`src/rtl/stacker_pkg.sv`:
```
// Shared types and constants for the stacking game datapath.
package stacker_pkg;

  localparam int unsigned SCREEN_W  = 320;
  localparam int unsigned UNIT      = 4;
  localparam int unsigned INIT_SIZE = 4;
  localparam int unsigned MAX_ROWS  = 15;
  localparam int unsigned STEP_DIV  = 500000;

  // Playfield x coordinate and block size in units
  typedef logic [8:0] xcoord_t;
  typedef logic [3:0] bsize_t;

  typedef enum logic [2:0] {
    StIdle,
    StMove,
    StStop1,
    StStop2,
    StEval,
    StNext,
    StOver
  } state_t;

  // Block width in pixels; fits 9 bits for any 4-bit size with small units
  function automatic xcoord_t size_px(input bsize_t size, input int unsigned unit);
    return xcoord_t'(32'(size) * unit);
  endfunction

endpackage

```
`src/rtl/slider_step_timer.sv`:
```
// Step timer for the sliding block: counts 0..period-1 while enabled and pulses tick on the
// last count. Optional macro BLOCK_SLIDER_SPEEDUP_EN makes the period a register that shrinks
// by 1/8 on each speedup pulse, floored at STEP_DIV/4.
module slider_step_timer #(
  parameter int unsigned STEP_DIV = 500000
) (
  input  logic clk,
  input  logic reset,
  input  logic clear,
  input  logic enable,
  input  logic load,
  input  logic speedup,
  output logic tick
);

  localparam int unsigned CW        = $clog2(STEP_DIV + 1);
  localparam int unsigned FLOOR_INT = (STEP_DIV / 4 == 0) ? 1 : STEP_DIV / 4;
  localparam logic [CW-1:0] PeriodInit  = CW'(STEP_DIV);
  localparam logic [CW-1:0] PeriodFloor = CW'(FLOOR_INT);

  logic [CW-1:0] cnt_q;
  logic [CW-1:0] period;
  logic          last;

`ifdef BLOCK_SLIDER_SPEEDUP_EN
  logic [CW-1:0] period_q;
  logic [CW-1:0] period_shrunk;
  logic [CW-1:0] period_next;

  // Next period after a speedup: remove one eighth, never below the floor
  always_comb begin
    period_shrunk = period_q - (period_q >> 3);
    period_next   = (period_shrunk < PeriodFloor) ? PeriodFloor : period_shrunk;
  end

  // Period register: reloaded while idle, shortened once per accepted row
  always_ff @(posedge clk or posedge reset) begin
    if (reset) begin
      period_q <= PeriodInit;
    end else if (load) begin
      period_q <= PeriodInit;
    end else if (speedup) begin
      period_q <= period_next;
    end
  end

  assign period = period_q;
`else
  logic unused_period_ctrl;
  assign unused_period_ctrl = load ^ speedup;
  assign period             = PeriodInit;
`endif

  // Compare with >= so a shrinking period can never strand the counter above it
  assign last = (cnt_q >= (period - CW'(1)));
  assign tick = enable & last;

  // Step counter: cleared on request, otherwise wraps at the period while enabled
  always_ff @(posedge clk or posedge reset) begin
    if (reset) begin
      cnt_q <= '0;
    end else if (clear) begin
      cnt_q <= '0;
    end else if (enable) begin
      if (last) begin
        cnt_q <= '0;
      end else begin
        cnt_q <= cnt_q + CW'(1);
      end
    end
  end

endmodule

```
`src/rtl/block_slider.sv`:
```
// Active-block driver for the stacking game: slides the block, freezes it on a stop press,
// runs a two-cycle stop_true handshake with the intersection checker and applies its verdict.
// Optional macro BLOCK_SLIDER_SPEEDUP_EN (handled in slider_step_timer) speeds up each row.
module block_slider #(
  parameter int unsigned SCREEN_W  = stacker_pkg::SCREEN_W,
  parameter int unsigned UNIT      = stacker_pkg::UNIT,
  parameter int unsigned INIT_SIZE = stacker_pkg::INIT_SIZE,
  parameter int unsigned STEP_DIV  = stacker_pkg::STEP_DIV,
  parameter int unsigned MAX_ROWS  = stacker_pkg::MAX_ROWS
) (
  input  logic       clk,
  input  logic       reset,
  input  logic       start_game,
  input  logic       stop_btn,
  input  logic       intersect_true,
  input  logic [8:0] inter_block_start,
  input  logic [8:0] inter_block_end,
  input  logic [3:0] inter_block_size,
  output logic       stop_true,
  output logic [8:0] curr_block_start,
  output logic [8:0] curr_block_end,
  output logic [3:0] curr_block_size,
  output logic [8:0] prev_block_start,
  output logic [8:0] prev_block_end,
  output logic [3:0] prev_block_size,
  output logic [3:0] row,
  output logic       game_over,
  output logic       game_won
);

  import stacker_pkg::*;

  localparam xcoord_t UnitX   = xcoord_t'(UNIT);
  localparam xcoord_t XMax    = xcoord_t'(SCREEN_W - 1);
  localparam bsize_t  InitSz  = bsize_t'(INIT_SIZE);
  localparam logic [4:0] RowsToWin = 5'(MAX_ROWS);

  state_t  state_q;
  logic    dir_right_q;
  xcoord_t curr_end_q;
  bsize_t  curr_size_q;
  xcoord_t prev_start_q;
  xcoord_t prev_end_q;
  bsize_t  prev_size_q;
  logic [3:0] row_q;
  logic    over_q;
  logic    won_q;

  xcoord_t curr_start;
  xcoord_t inter_diff;
  bsize_t  inter_units;
  logic    hit_right;
  logic    hit_left;
  logic    clear_game;
  logic    last_row;
  logic    step_tick;
  logic    unused_inter_size;

  // The checker's own size is not trusted; the overlap width is recomputed locally
  assign unused_inter_size = ^inter_block_size;

  // Combinational geometry and handshake decode
  always_comb begin
    curr_start  = curr_end_q + size_px(curr_size_q, UNIT);
    hit_right   = (curr_start + UnitX) > XMax;
    hit_left    = curr_end_q < UnitX;
    inter_diff  = inter_block_start - inter_block_end;
    inter_units = bsize_t'(inter_diff / UnitX);
    clear_game  = start_game && ((state_q == StIdle) || (state_q == StOver));
    last_row    = ({1'b0, row_q} + 5'd1) == RowsToWin;
  end

  slider_step_timer #(
    .STEP_DIV(STEP_DIV)
  ) u_step_timer (
    .clk    (clk),
    .reset  (reset),
    .clear  ((state_q == StIdle) || (state_q == StNext)),
    .enable (state_q == StMove),
    .load   (state_q == StIdle),
    .speedup(state_q == StNext),
    .tick   (step_tick)
  );

  // Game FSM with all block, row and status registers
  always_ff @(posedge clk or posedge reset) begin
    if (reset) begin
      state_q      <= StIdle;
      dir_right_q  <= 1'b1;
      curr_end_q   <= '0;
      curr_size_q  <= InitSz;
      prev_start_q <= '0;
      prev_end_q   <= '0;
      prev_size_q  <= '0;
      row_q        <= '0;
      over_q       <= 1'b0;
      won_q        <= 1'b0;
    end else if (clear_game) begin
      // IDLE starts a game; OVER returns to IDLE; both wipe the previous game
      state_q      <= (state_q == StIdle) ? StMove : StIdle;
      dir_right_q  <= 1'b1;
      curr_end_q   <= '0;
      curr_size_q  <= InitSz;
      prev_start_q <= '0;
      prev_end_q   <= '0;
      prev_size_q  <= '0;
      row_q        <= '0;
      over_q       <= 1'b0;
      won_q        <= 1'b0;
    end else begin
      unique case (state_q)
        StMove: begin
          // A stop press beats a coincident step, freezing the current position
          if (stop_btn) begin
            state_q <= StStop1;
          end else if (step_tick) begin
            if (dir_right_q) begin
              if (hit_right) begin
                dir_right_q <= 1'b0;
              end else begin
                curr_end_q <= curr_end_q + UnitX;
              end
            end else begin
              if (hit_left) begin
                dir_right_q <= 1'b1;
              end else begin
                curr_end_q <= curr_end_q - UnitX;
              end
            end
          end
        end
        StStop1: state_q <= StStop2;
        StStop2: state_q <= StEval;
        StEval: begin
          if (row_q == 4'd0) begin
            prev_start_q <= curr_start;
            prev_end_q   <= curr_end_q;
            prev_size_q  <= curr_size_q;
            state_q      <= StNext;
          end else if (intersect_true && (inter_units != 4'd0)) begin
            prev_start_q <= inter_block_start;
            prev_end_q   <= inter_block_end;
            prev_size_q  <= inter_units;
            state_q      <= StNext;
          end else begin
            over_q  <= 1'b1;
            state_q <= StOver;
          end
        end
        StNext: begin
          row_q <= row_q + 4'd1;
          if (last_row) begin
            won_q   <= 1'b1;
            state_q <= StOver;
          end else begin
            curr_size_q <= prev_size_q;
            curr_end_q  <= '0;
            dir_right_q <= 1'b1;
            state_q     <= StMove;
          end
        end
        default: ; // StIdle and StOver wait for start_game
      endcase
    end
  end

  // stop_true is decoded from the state register so reset drops it immediately
  assign stop_true        = (state_q == StStop1) || (state_q == StStop2);
  assign curr_block_start = curr_start;
  assign curr_block_end   = curr_end_q;
  assign curr_block_size  = curr_size_q;
  assign prev_block_start = prev_start_q;
  assign prev_block_end   = prev_end_q;
  assign prev_block_size  = prev_size_q;
  assign row              = row_q;
  assign game_over        = over_q;
  assign game_won         = won_q;

endmodule

```
`config.mk`:
```
export PLATFORM = sky130hd
export DESIGN_NAME = block_slider
export DESIGN_NICKNAME = d
export VERILOG_FILES = /design/src/rtl/stacker_pkg.sv /design/src/rtl/slider_step_timer.sv /design/src/rtl/block_slider.sv
export SDC_FILE = /design/constraint.sdc
export NUM_CORES = 1
export LEC_CHECK = 0
export BUFFER_PORTS_ARGS = -buffer_cell sky130_fd_sc_hd__buf_2
export CAP_MARGIN = 20
export CORE_ASPECT_RATIO = 0.75
export CORE_MARGIN = 3
export CORE_UTILIZATION = 30
export DETAILED_ROUTE_END_ITERATION = 10
export PLACE_DENSITY = 0.55
export SLEW_MARGIN = 10
export SYNTH_ARGS = -nofsm -noshare
export SYNTH_HDL_FRONTEND = slang
export SYNTH_SLANG_ARGS = --single-unit
```
`constraint.sdc`:
```
create_clock -name clk -period 6.8 [get_ports clk]
set_input_delay 1.36 -clock clk [delete_from_list [all_inputs] [get_ports clk]]
set_output_delay 1.36 -clock clk [all_outputs]
set_load 0.01 [all_outputs]
```
-- After elaboration in Yosys (flattened, before gate mapping)
Index checks and enable logic that the tools add are counted.
- bits in registers: 64
- word-level logic and storage cells: 111
- magnitude comparators: 3
- reduce and logical (&&, ||, !) cells: 22
- $add $sub $neg: 8
- mux-type cells: 50
- bitwise operators: 1
- eq/ne operators: 16
- operators with widths (cell ; count):
    two-way mux 9 bit ; 15
    two-way mux 19 bit ; 3
    two-way mux 4 bit ; 9
    adder 19 x 1 -> 19 bit, second input constant ; 1
    >= comparator 19 bit, second input constant ; 1
    adder 9 x 3 -> 9 bit, second input constant ; 2
    case mux 9 bit (2 select lines) ; 1
    two-way mux 1 bit ; 15
    case mux 3 bit (5 select lines) ; 1
    != test 3 bit, second input constant ; 4
    adder 9 x 6 -> 9 bit ; 1
    == test 3 bit, second input constant ; 3
    greater-than comparator 9 bit, second input constant ; 1
    < comparator 9 x 3 -> 1 bit, second input constant ; 1
    two-way mux 3 bit ; 3
    subtractor 9 x 3 -> 9 bit, second input constant ; 1
    != test 4 bit, second input constant ; 2
    AND reduction 2 bit ; 4
    nonzero test 2 bit ; 4
    == test 3 x 2 -> 1 bit, second input constant ; 2
    != test 2 bit, second input constant ; 3
    AND reduction 6 bit ; 1
    nonzero test 3 bit ; 2
    nonzero test 6 bit ; 1
    other kinds (15) ; 19

-- Depth between registers and ports, before layout
Gate-level depths: netlist of the first run.
- word-level depth: 9
- gate-level depth with buffers: 12
- gate-level depth less buffers: 11

-- Hierarchy
From an unflattened synthesis of the first run, not the netlist that was laid out.
- cells, all modules: 497
- area total of the unflattened synthesis: 4174.0 um2
- by module, submodules not included (module ; times used ; seq. area each (um2) ; area each (um2) ; cells an instance):
    block_slider ; 1 ; 1078.5 ; 2981.6 ; 363
    slider_step_timer ; 1 ; 475.5 ; 1192.4 ; 134

-- Least setup slack after synthesis of the first run
Ideal clock, no wire load.
- kind: input-to-reg
- from: input inter_block_end[4]
- to: register prev_end_q[6] (netlist: prev_block_end[6])
- path buffers: 2
- cell stages on the path: 12
- arrival time: 3.335 ns
- setup slack: 3.382 ns
- required time: 6.717 ns
- path through: inv_1 -> ha_1 -> clkbuf_1 -> xor2_1 -> nor3_1 -> a31oi_1 -> o311ai_0 -> nand2_1 -> o21ai_1 -> clkbuf_1 -> nand3_1 -> o21ai_0
- longest elaborated chain between the ends: 5
- RTL lines (element ; line ; RTL):
    start: declaration ; block_slider.sv:17 ; input logic [8:0] inter_block_end,
    subtractor 6 bit ; block_slider.sv:67 ; inter_diff = inter_block_start - inter_block_end;
    nonzero test 4 bit ; block_slider.sv:140 ; end else if (intersect_true && (inter_units != 4'd0)) begin
    logical AND 1 bit ; block_slider.sv:140 ;
    nonzero test 3 bit (no source line) ; n/a ;
    AND reduction 2 bit (no source line) ; n/a ;
    end signal: assignment ; block_slider.sv:137 ; prev_end_q <= curr_end_q;
    end signal: assignment ; block_slider.sv:142 ; prev_end_q <= inter_block_end;
    end: declaration ; block_slider.sv:43 ; xcoord_t prev_end_q;
No other way between the ends.
A chain may end at the register's enable or synchronous reset.

-- Worst setup path in the final report of the first run
- from: register curr_end_q[2] (netlist: curr_block_end[2])
- to: output curr_block_start[8]
- longest elaborated chain between the ends: 1
- RTL lines (element ; line ; RTL):
    start: declaration ; block_slider.sv:40 ; xcoord_t curr_end_q;
    start signal: assignment ; block_slider.sv:121 ; curr_end_q <= curr_end_q + UnitX;
    start signal: assignment ; block_slider.sv:127 ; curr_end_q <= curr_end_q - UnitX;
    adder 9 x 6 -> 9 bit ; block_slider.sv:64 ; curr_start = curr_end_q + size_px(curr_size_q, UNIT);
    end: declaration ; block_slider.sv:20 ; output logic [8:0] curr_block_start,
No other way between the ends.

==> flow_summary.ini, run 1 <==
[logic_synthesis]
yosysSeqAreaShare_pct = 39.0
synth_top_area_share_pct = 37.7
syn-cell-area_um2 = 3990
ys.flop_type = dfrtp_1
avgSynthCellArea_um2 = 8.55
ys_top_cells_by_area = dfrtp_1 38%, o21ai_0 7.0%, nand3_1 5.1%
synth-seq-cells = 62
synth_edf_count = 0
yosysWarnings = 0
synthCells = 466
async_flop_share_pct = 100
yosys.cell_types.count = 58
synth.largest_area_cell = dfrtp_1

[pwr]
pwr_density_cell_nw_per_um2 = 329
ir_drop_mv = 0.174
p_leak_nw = 2.20

[layout]
fin_util_pct = 37.6
final_common_cell = buf_2
n_fill_cell = 1290
mostFrequentLayoutCells = 69 x buf_2, 60 x dfrtp_1, 56 x o21ai_0, 47 x nand2_1, 41 x nand3_1
n_antenna_cell = 0
multi_input_area_um2 = 2230
ff_latch_area_um2 = 1550
design_area_um2 = 4740
stdcell_count = 694
drive_gt1_share_pct = 19.7
final_nets = 567
syn2layout_area_growth_pct = 18.8

[sta]
slew_headroom_pct = 33.4
fin_crit_sh_pct = 57.8
clock_skew_ns = 0.00603
finalSetupTns_ns = 0
hold_ws_ns = 0.488
worst_pin_slew_ns = 0.997
hold_viol_final = 0
rsz0062_at_grt = false
drv_slew = 0
fmax_mhz = 254
period_minus_slack_ns = 3.93
setup_viol = 0

[floorplanning]
core_um2 = 12600
fp-row-count = 35
fp.dieW_um = 139
die_area_um2 = 14700
start_util_pct = 31.6
die_y_um = 106
io_pins = 78

[placed_design]
dp.final_hpwl_mm = 7.89
dpl.cell_count = 678
routabilityCongestion = 0.822
dpl_cell_area_um2 = 4440
port_buffers = 69

[cts]
clk_pin_slew_ns = 0.06
cts_tree = built
clk_latency_ns = 0.33
clk_path_buf_depth = 2
numCtsBuffers = 9
post-cts-setup-buffers = 0
cts-resized-gates = 0
cts-root-buf = clkbuf_16
cts.sinks = 62
cts_max_level = 3
cts_hold_buf = 0

[worst_setup_path]
cp_max_fo = 9
worstPathArrival_ns = 2.57
cp_slowest_stage_delay_ns = 0.52
crit_family = adder cells
cp-end-kind = output pin
crit_chain = ha_1, fa_1, a211oi_2, nor3_1, xnor2_1, buf_2
critPathLaunchType = flop
crit_slowest_cell = dfrtp_1
path_class = flop to output pin
crit_buf_inv = 1
required_ns = 5.44
rrSetupSlack_ns = 3.33

[route]
vias_per_cell = 5.23
drtPass1Iterations = 5
wl_per_cell_um = 15.8
vias = 3629
drc_errors = 0
ant_nets = 0
wl_mm = 11.0
drt_iter0_drc = 285

[run_status]
outcome = finished, final reports clean

[run]
cap_violations = 0

[global_route]
grtUsageTotal_pct = 15.0
grt_pass1_wl_mm = 17.9
grt_max_degree = 63
grt_overflow = 0
grt_pass1_vias = 3447
grt_antenna_before_repair = 0

[hold_path]
hp-class = flop to flop
-- cell usage after synthesis (3+ instances only) --
library cell / count
nand4_1: 7
xnor2_1: 9
o41ai_2: 3
clkbuf_1: 21
buf_4: 4
o21ai_0: 56
nand2_1: 47
o22ai_1: 3
ha_1: 16
a21oi_1: 27
mux2i_1: 13
nand2b_1: 5
nand3_1: 41
a31oi_1: 3
a21o_1: 6
inv_1: 18
nor2b_1: 5
nor2_1: 33
dfrtp_1: 60
xor2_1: 6
and3_1: 12
nor3_1: 9
a22o_1: 5
o31ai_1: 13
-- layer usage --
metal	share of wire, %	GRT usage (%)	vias to the layer above
li1	-	-	1787
met1	51	22.2	1732
met2	42	21.3	100
met3	5.3	3.95	10
met4	1.1	4.75	0
met5	0	0	-
-- logic make-up after synthesis --
family          count (synthesis)  synth area share (%)
compound gates                136                  22.1
xor+xnor                       15                  3.30
buf+inv                        48                  5.37
simple gates                  174                  21.4
other cells                     1                0.0941
mux                            13                  3.26
fa+ha+maj                      17                  5.52
flops                          62                  39.0
-- path summary, 6_finish.rpt --
path,from,end,depth (start not counted)
min,game_won,game_won,1
min reg2reg,game_won,game_won,1
max reg2reg,curr_block_end[2],curr_block_end[5],10
max in group asynchronous,reset,row[3],3
min in group asynchronous,reset,prev_block_end[6],3
max,curr_block_end[2],curr_block_start[8],6
-- where the power goes --
group          switching [W]  internal [W]  total [W]  leakage (nW)
sequential         0.0000747      0.000420   0.000495         0.848
clock               0.000181      0.000284   0.000465         0.134
combinational       0.000378      0.000221   0.000598          1.22
total               0.000634      0.000925    0.00156          2.20
-- sequential cells by signal (all words and copies together) (netlist names) --
name                count
prev_block_end          9
state_q                 3
curr_block_end          7
u_step_timer.cnt_q     19
game_over               1
prev_block_start        9
game_won                1
prev_block_size         4
curr_block_size         4
row                     4
dir_right_q             1
-- final cells by class --
type / count / share of cell area [%]
sequential: 62 / 32.8
tap: 166 / 4.38
clock buffer: 9 / 4.75
multi-input combinational: 359 / 47.1
timing repair buffer: 73 / 7.92
inverter: 18 / 1.43
clock inverter: 7 / 1.56
-- stage by stage --
step,setup slack [ns],total power (W)
after floorplan,3.38,0.000919
after global placement,3.19,0.00109
after detailed placement,3.19,0.00110
after CTS,2.86,0.00157
after global routing,2.66,0.00168
final,2.87,0.00156
Power figures use the tool's default switching activity.
==> run 2, diff against run 1 <==
--- a/config.mk
+++ b/config.mk
@@ -11,7 +11,7 @@
 export CORE_MARGIN = 3
 export CORE_UTILIZATION = 30
 export DETAILED_ROUTE_END_ITERATION = 10
-export PLACE_DENSITY = 0.55
+export PLACE_DENSITY = 0.56
 export SLEW_MARGIN = 10
 export SYNTH_ARGS = -nofsm -noshare
 export SYNTH_HDL_FRONTEND = slang
==> constraint.sdc (replaced) <==
create_clock -name clk -period 3.4 [get_ports clk]
set_input_delay 0.68 -clock clk [delete_from_list [all_inputs] [get_ports clk]]
set_output_delay 0.68 -clock clk [all_outputs]
set_load 0.01 [all_outputs]
==> run 2 against run 1 <==
  * Largest cell class unchanged
  * Power rose by 110%
  * Register-to-register slack got worse by 3.1 ns
  * Critical path depth rose by 4
==> flow_summary.ini, run 2 (synthesis results as in run 1) <==
[run_status]
outcome = finished, final reports clean

[route]
wl_per_cell_um = 16.1
wl_mm = 11.4
drt_iter0_drc = 334
drc_errors = 0
ant_nets = 0
drtPass1Iterations = 5
vias = 3720
vias_per_cell = 5.28

[sta]
fmax_mhz = 315
fin_crit_sh_pct = 93.3
drv_slew = 0
finalSetupTns_ns = 0
period_minus_slack_ns = 3.17
worst_pin_slew_ns = 0.868
rsz0062_at_grt = false
setup_viol = 0
clock_skew_ns = 0.00541
hold_ws_ns = 0.494
slew_headroom_pct = 42.1
hold_viol_final = 0

[worst_setup_path]
crit_slowest_cell = fa_1
worstPathArrival_ns = 3.40
critPathLaunchType = flop
cp_max_fo = 6
path_class = flop to flop
required_ns = 3.63
cp-end-kind = flop
cp_slowest_stage_delay_ns = 0.59
crit_chain = ha_1, fa_1, ha_1, nor3b_2, mux2i_1, or4_4, o2111ai_2, a21boi_4, or2_1, o41ai_2
cpMostUsedCell = ha_1
crit_family = simple AND/OR/NAND/NOR gates
crit_buf_inv = 0

[layout]
design_area_um2 = 4850
final_common_cell = buf_2
mostFrequentLayoutCells = 69 x buf_2, 60 x dfrtp_1, 56 x o21ai_0, 47 x nand2_1, 41 x nand3_1
drive_gt1_share_pct = 21.3
regMostFlops = u_step_timer.cnt_q
largest_reg_flops = 19
n_antenna_cell = 0
final_nets = 579
syn2layout_area_growth_pct = 21.7

[floorplanning]
die_area_um2 = 14700
fp.dieW_um = 139
io_pins = 78
start_util_pct = 31.6
fp-row-count = 35
die_y_um = 106
core_um2 = 12600

[cts]
post-cts-setup-buffers = 0
clk_latency_ns = 0.33
numCtsBuffers = 9
cts_hold_buf = 0
cts-root-buf = clkbuf_16
clk_path_buf_depth = 2
cts_max_level = 3
cts.sinks = 62
cts-resized-gates = 0
clk_pin_slew_ns = 0.06
cts_tree = built

[global_route]
grt_pass1_vias = 3534
grt_overflow = 0
grtUsageTotal_pct = 15.8
grt_antenna_before_repair = 0
grt_max_degree = 45
grt_pass1_wl_mm = 18.8

[pwr]
p_total_w = 0.00325
pwr_density_cell_nw_per_um2 = 670
p_leak_nw = 2.29
ir_drop_mv = 0.256

[placed_design]
routabilityCongestion = 0.840
port_buffers = 69
dp.final_hpwl_mm = 8.11
dpl_cell_area_um2 = 4530

[run]
cap_violations = 0

[hold_path]
hp-class = flop to flop
-- run 2: cell count changes in the layout (fill, tap and decap cells not counted) --
cell	change
clkinv_2	+1
inv_6	-1
clkbuf_8	+2
bufinv_16	+1
buf_4	+12
clkinvlp_4	-4
-- run 2: final timing paths --
check                                          from                  end  slack (ns)  cells after the start
worst max-delay path              curr_block_end[2]    curr_block_end[4]        0.23                     10
worst min-delay path            prev_block_start[8]  prev_block_start[8]        0.49                      2
min in group asynchronous                     reset  prev_block_start[7]        0.52                      2
worst max register to register    curr_block_end[2]    curr_block_end[4]        0.23                     10
worst min register to register  prev_block_start[8]  prev_block_start[8]        0.49                      2
max in group asynchronous                     reset   curr_block_size[2]        2.07                      3
-- run 2: per-stage QoR --
stage / worst slack, ns / utilization (%) / std cells
6_report: 0.228 / 38.5 / 705
5_1_grt: 0.0125 / 38.5 / 705
4_1_cts: 0.220 / 38.5 / 705
3_5_place_dp: 0.240 / 35.9 / 690
3_3_place_gp: 0.259 / 35.9 / 690
2_1_floorplan: 0.188 / - / 469
-- run 2: metal layers --
metal,GRT usage (%),routed length [um],vias up
met1,23.8,5900,1782
met4,4.33,139,0
li1,-,-,1816
met3,3.49,595,14
met5,0,0,-
met2,22.4,4750,108
-- run 2: area by class of cell --
cell class	count	area, um2
well taps	166	208
clock inverters	4	70.1
flip-flops and latches	62	1550
fillers	1293	7760
inverters	18	67.6
repair buffers	85	465
clock buffers	11	253
multi-input cells	359	2230
-- run 2: power breakdown --
| group | total (W) | switching, W | internal [W] |
|---|---|---|---|
| clock network | 0.00101 | 0.000340 | 0.000675 |
| logic | 0.00129 | 0.000809 | 0.000477 |
| registers | 0.000950 | 0.000108 | 0.000842 |
| total | 0.00325 | 0.00126 | 0.00199 |
-- run 2: worst reg2reg max path, delay by kind of cell (launching register included) --
family,cells,cell delay (ns)
DFF,1,0.39
muxes,1,0.12
AOI/OAI and AO/OA,3,0.50
adders and majority gates,3,1.01
and+or+nand+nor,3,1.06
